File: src/rtl/nibble_serial_add_ctrl.sv
// ---------------------------------------------------------------------------
// nibble_serial_add_ctrl
//
// Wide add/subtract sequencer built around one shared, external 4-bit
// combinational ripple-carry adder. An accepted request is processed one
// nibble per clock, least-significant nibble first. The carry is held in a
// register between nibbles, and the wide result is assembled in place.
//
// Parameters
//   WORDS    number of 4-bit nibbles per operand (operand width 4*WORDS),
//            legal range 1..16.
//
// Ports
//   clk       system clock, rising edge
//   reset     synchronous, active-high reset (priority over start)
//   start     request; sampled only while ready = 1
//   sub       0: a + b + cin, 1: a - b (b inverted, carry-in forced to 1)
//   a, b      operands, sampled with start
//   cin       carry-in for add, sampled with start (ignored for sub)
//   ready     high while idle and able to accept a request
//   busy      high while an operation is running or completing
//   done      one-cycle completion pulse
//   result    wide sum/difference, held until the next accepted start
//   cout      final carry out (for sub: 1 = no borrow), held with result
//   add_a     nibble of A driven to the shared adder
//   add_b     nibble of B (possibly inverted) driven to the shared adder
//   add_cin   carry driven to the shared adder
//   add_sum   adder sum, combinational in the same cycle
//   add_cout  adder carry out, combinational in the same cycle
// ---------------------------------------------------------------------------
module nibble_serial_add_ctrl #(
    parameter int WORDS = 4
) (
    input  logic               clk,
    input  logic               reset,
    input  logic               start,
    input  logic               sub,
    input  logic [4*WORDS-1:0] a,
    input  logic [4*WORDS-1:0] b,
    input  logic               cin,
    output logic               ready,
    output logic               busy,
    output logic               done,
    output logic [4*WORDS-1:0] result,
    output logic               cout,
    output logic [3:0]         add_a,
    output logic [3:0]         add_b,
    output logic               add_cin,
    input  logic [3:0]         add_sum,
    input  logic               add_cout
);

    localparam int W     = 4 * WORDS;
    // A single-nibble configuration still needs a one-bit index.
    localparam int IDX_W = (WORDS > 1) ? $clog2(WORDS) : 1;
    localparam logic [IDX_W-1:0] LAST_IDX = IDX_W'(WORDS - 1);

    typedef enum logic [1:0] {
        S_IDLE,
        S_RUN,
        S_DONE
    } state_t;

    state_t           state;
    logic [W-1:0]     a_reg;
    logic [W-1:0]     b_reg;     // already inverted for subtraction
    logic             carry;     // carry into the current nibble
    logic [IDX_W-1:0] idx;       // nibble being processed
    logic [IDX_W+1:0] bit_base;  // bit offset of nibble idx (idx * 4)

    assign bit_base = {idx, 2'b00};

    // -----------------------------------------------------------------------
    // Adder drive: the shared adder only sees our operands while running, so
    // other users of the bus observe a quiet zero otherwise.
    // -----------------------------------------------------------------------
    always_comb begin
        // NOTE: every output gets a default first so no path leaves it
        // unassigned, which would otherwise infer a latch.
        add_a   = '0;
        add_b   = '0;
        add_cin = 1'b0;
        if (state == S_RUN) begin
            add_a   = a_reg[bit_base +: 4];
            add_b   = b_reg[bit_base +: 4];
            add_cin = carry;
        end
    end

    // -----------------------------------------------------------------------
    // Sequencer: state, handshake outputs and datapath registers together.
    // ready/busy/done are registered alongside the state so they are glitch
    // free and change exactly on the state transitions.
    // -----------------------------------------------------------------------
    always_ff @(posedge clk) begin
        if (reset) begin
            // NOTE: operand registers are reset along with the control state;
            // they are narrow registers, not a memory array, so the reset is
            // cheap and keeps the adder inputs deterministic.
            state  <= S_IDLE;
            ready  <= 1'b1;
            busy   <= 1'b0;
            done   <= 1'b0;
            result <= '0;
            cout   <= 1'b0;
            carry  <= 1'b0;
            idx    <= '0;
            a_reg  <= '0;
            b_reg  <= '0;
        end else begin
            // NOTE: sequential state uses non-blocking assignments only, so
            // every register samples the pre-edge values of its inputs.
            case (state)
                S_IDLE: begin
                    if (start) begin
                        a_reg  <= a;
                        // Subtraction is a + ~b + 1: invert b once here and
                        // force the initial carry; cin has no role.
                        b_reg  <= sub ? ~b : b;
                        carry  <= sub ? 1'b1 : cin;
                        idx    <= '0;
                        result <= '0;
                        state  <= S_RUN;
                        ready  <= 1'b0;
                        busy   <= 1'b1;
                    end
                end

                S_RUN: begin
                    result[bit_base +: 4] <= add_sum;
                    carry                 <= add_cout;
                    if (idx == LAST_IDX) begin
                        cout  <= add_cout;
                        state <= S_DONE;
                        done  <= 1'b1;
                    end else begin
                        idx <= idx + 1'b1;
                    end
                end

                S_DONE: begin
                    state <= S_IDLE;
                    done  <= 1'b0;
                    busy  <= 1'b0;
                    ready <= 1'b1;
                end

                default: begin
                    state <= S_IDLE;
                    done  <= 1'b0;
                    busy  <= 1'b0;
                    ready <= 1'b1;
                end
            endcase
        end
    end

endmodule

File: config.mk
export PLATFORM = sky130hd
export DESIGN_NAME = nibble_serial_add_ctrl
export DESIGN_NICKNAME = d
export VERILOG_FILES = /design/src/rtl/nibble_serial_add_ctrl.sv
export SDC_FILE = /design/constraint.sdc
export NUM_CORES = 1
export LEC_CHECK = 0
export ABC_AREA = 1
export BUFFER_PORTS_ARGS = -buffer_cell sky130_fd_sc_hd__buf_2
export CORE_ASPECT_RATIO = 1.4
export CORE_UTILIZATION = 45
export DETAILED_ROUTE_END_ITERATION = 12
export GPL_ROUTABILITY_DRIVEN = 1
export PLACE_DENSITY_LB_ADDON = 0.08
export SYNTH_ARGS = -nofsm -noshare
export SYNTH_HDL_FRONTEND = slang
export SYNTH_SLANG_ARGS = --single-unit
File: constraint.sdc
create_clock -name clk -period 2.1 [get_ports clk]
set_input_delay 0.315 -clock clk [delete_from_list [all_inputs] [get_ports clk]]
set_output_delay 0.315 -clock clk [all_outputs]
set_load 0.02 [all_outputs]
==> metrics <==
initial antenna violation count 0; reg2reg end result[3]; CTS-repair resized insts 0; hold endpoint cout; Unique masters post-synth 22; Die Span Y 96.1 um; CTS tree yes; Synth async-reset ratio 0; Clock Skew 6.05 ps; unrepaired setup endpoints after global routing no; clk slew on worst S/H paths 60 ps; Max Buffers Root-to-Sink 2; # port buffers 70; Final min period 1980 ps; critical path class flip-flop to output pin; post-synth top area cell dfxtp_1; die width 69.2 um; hold depth 3; P&R area growth vs syn 17.7%; Power Dens Cells 753 nW/um2; fin area 3350 um2; Initial DRC Count 179; die area 6650 um2; vias per cell 4.75; Post-Route WL 6.32 mm; crit end category output pin; Multi-input gate area 1460 um2; WL per Instance 11.3 um; GRT Residual Overflow 0; list of most frequent post-synthesis cells nor2_1, nand2_1, dfxtp_1; reg-to-reg startpoint idx[1]; vias in the first global route 2456; FF-to-FF setup slack 370 ps; number of iterations in the first detailed-routing pass 4; Post-synth EDFFs 0; Layout fillers 656; vias 2662; Period Utilization, post-route 0.941; Final Core Density 0.559; Placed Cells 546; DP Wirelength 4.57 mm; cells taking the most area after synthesis dfxtp_1, nor2_1, nand2_1; layout cells sized above 1 0.198; maximum VDD drop 0.450 mV; synthesized area 2840 um2; Final GP Congestion 0.779; Lkg Pwr 1.62 nW; Hold Path Origin add_cout; post-route total power 2.52 mW; status complete, no violations; Slew HR 0.545; global-route wire length before repair 10.8 mm; Inserted Diodes 0; clk sinks 57; Root Driver clkbuf_8; final max-slew violation count 0; CP max FO 11; Fin. Hold Viols 0; Skew-Pair Late Insertion Delay 330 ps; Post-DRT Antenna Nets 0; number of H-tree levels 3; Setup crit start kind flip-flop; I/O Pins 71; largest net degree at the start of global routing 46; Layout Nets 535; storage element area 1140 um2; placed inst area 3180 um2; Least-Margin Pin Slew 682 ps; Initial Util 0.475; Final setup viols 0; Mapped Cells 421; Syn. warnings 0; CORE AREA 5990 um2; Max-cap violations 0; Hold Crit Class input port to flip-flop; setup TNS 0 ps; most numerous cell in the Yosys netlist nor2_1; Mapped Nets 469; count of state elements after synthesis 57; Synth top area share 0.401; post-route insts no fill 560; Mean Syn Cell Area 6.76 um2; number of CTS-inserted buffers 9; crit path DAT 1660 ps; Critical Path RT 1780 ps; Placement Rows 33; DR DRC count 0; f_max 506 MHz; Synth Flop Type dfxtp_1; share of the yosys chip area belonging to registers 0.401; postcts setup bufs 0; cells on worst reg2reg path 7; GRT Util Overall 0.202; hold buffer count at CTS 0
==> worst max-delay path: stages (launching register included) <==
cell and delay [ps]:
dfxtp_1 550, nand2_1 350, a21oi_1 250, buf_2 190
==> cells in the final DEF, fill, tap and decap left out, types with 2 or more instances in the layout <==
cell / netlist / final
nor2_1: 115 / 115
nand2_1: 101 / 101
buf_2: 5 / 70
dfxtp_1: 57 / 56
a21oi_1: 27 / 27
o21ai_0: 24 / 24
inv_1: 22 / 22
nand3_1: 19 / 19
xnor2_1: 16 / 16
clkbuf_8: 0 / 11
buf_4: 3 / 7
ha_1: 6 / 6
nand3b_1: 3 / 3
clkbuf_1: 2 / 3
inv_2: 2 / 2
nand3_2: 2 / 2
nor2_4: 2 / 2
==> cells by family after synthesis <==
| group | synth area share |
|---|---|
| simple gates | 0.348 |
| flops | 0.401 |
| compound gates | 0.0898 |
| buf+inv | 0.0858 |
| xor+xnor | 0.0493 |
| fa+ha+maj | 0.0264 |
==> power by group <==
| part | internal [mW] | total (mW) | switching [mW] |
|---|---|---|---|
| Sequential | 1.15 | 1.19 | 0.0396 |
| Combinational | 0.177 | 0.468 | 0.290 |
| Clock | 0.481 | 0.861 | 0.380 |
| Total | 1.81 | 2.52 | 0.710 |
==> worst max-delay path by stage <==
stage	slack [ps]	startpoint	end	depth (start not counted)
final	120	state[0]	add_a[2]	3
after global routing	40	state[0]	add_a[3]	3
after CTS	100	state[0]	add_a[0]	3
after detailed placement	370	idx[1]	result[3]	7
after global placement	400	idx[1]	result[3]	7
after floorplan	370	idx[0]	result[3]	9
==> layer usage <==
metal | GRT usage | routed length (um) | vias to the layer above
met5 | 0 | 0 | -
met2 | 0.362 | 3050 | 60
li1 | - | - | 1433
met1 | 0.237 | 2970 | 1161
met3 | 0.0335 | 206 | 8
met4 | 0.0867 | 91 | 0
==> layout make-up <==
class	instances	area share
multi-input combinational	317	0.436
sequential	57	0.341
timing repair buffer	77	0.120
clock buffer	14	0.0486
inverter	25	0.0280
tap	70	0.0262
==> through the flow <==
stage	setup WS (ps)	hold slack, ps
2_1_floorplan	368	418
3_3_place_gp	399	433
3_5_place_dp	374	440
4_1_cts	96.5	196
5_1_grt	38.8	204
6_report	123	208
Note: power is estimated with default switching activity, not from simulation.
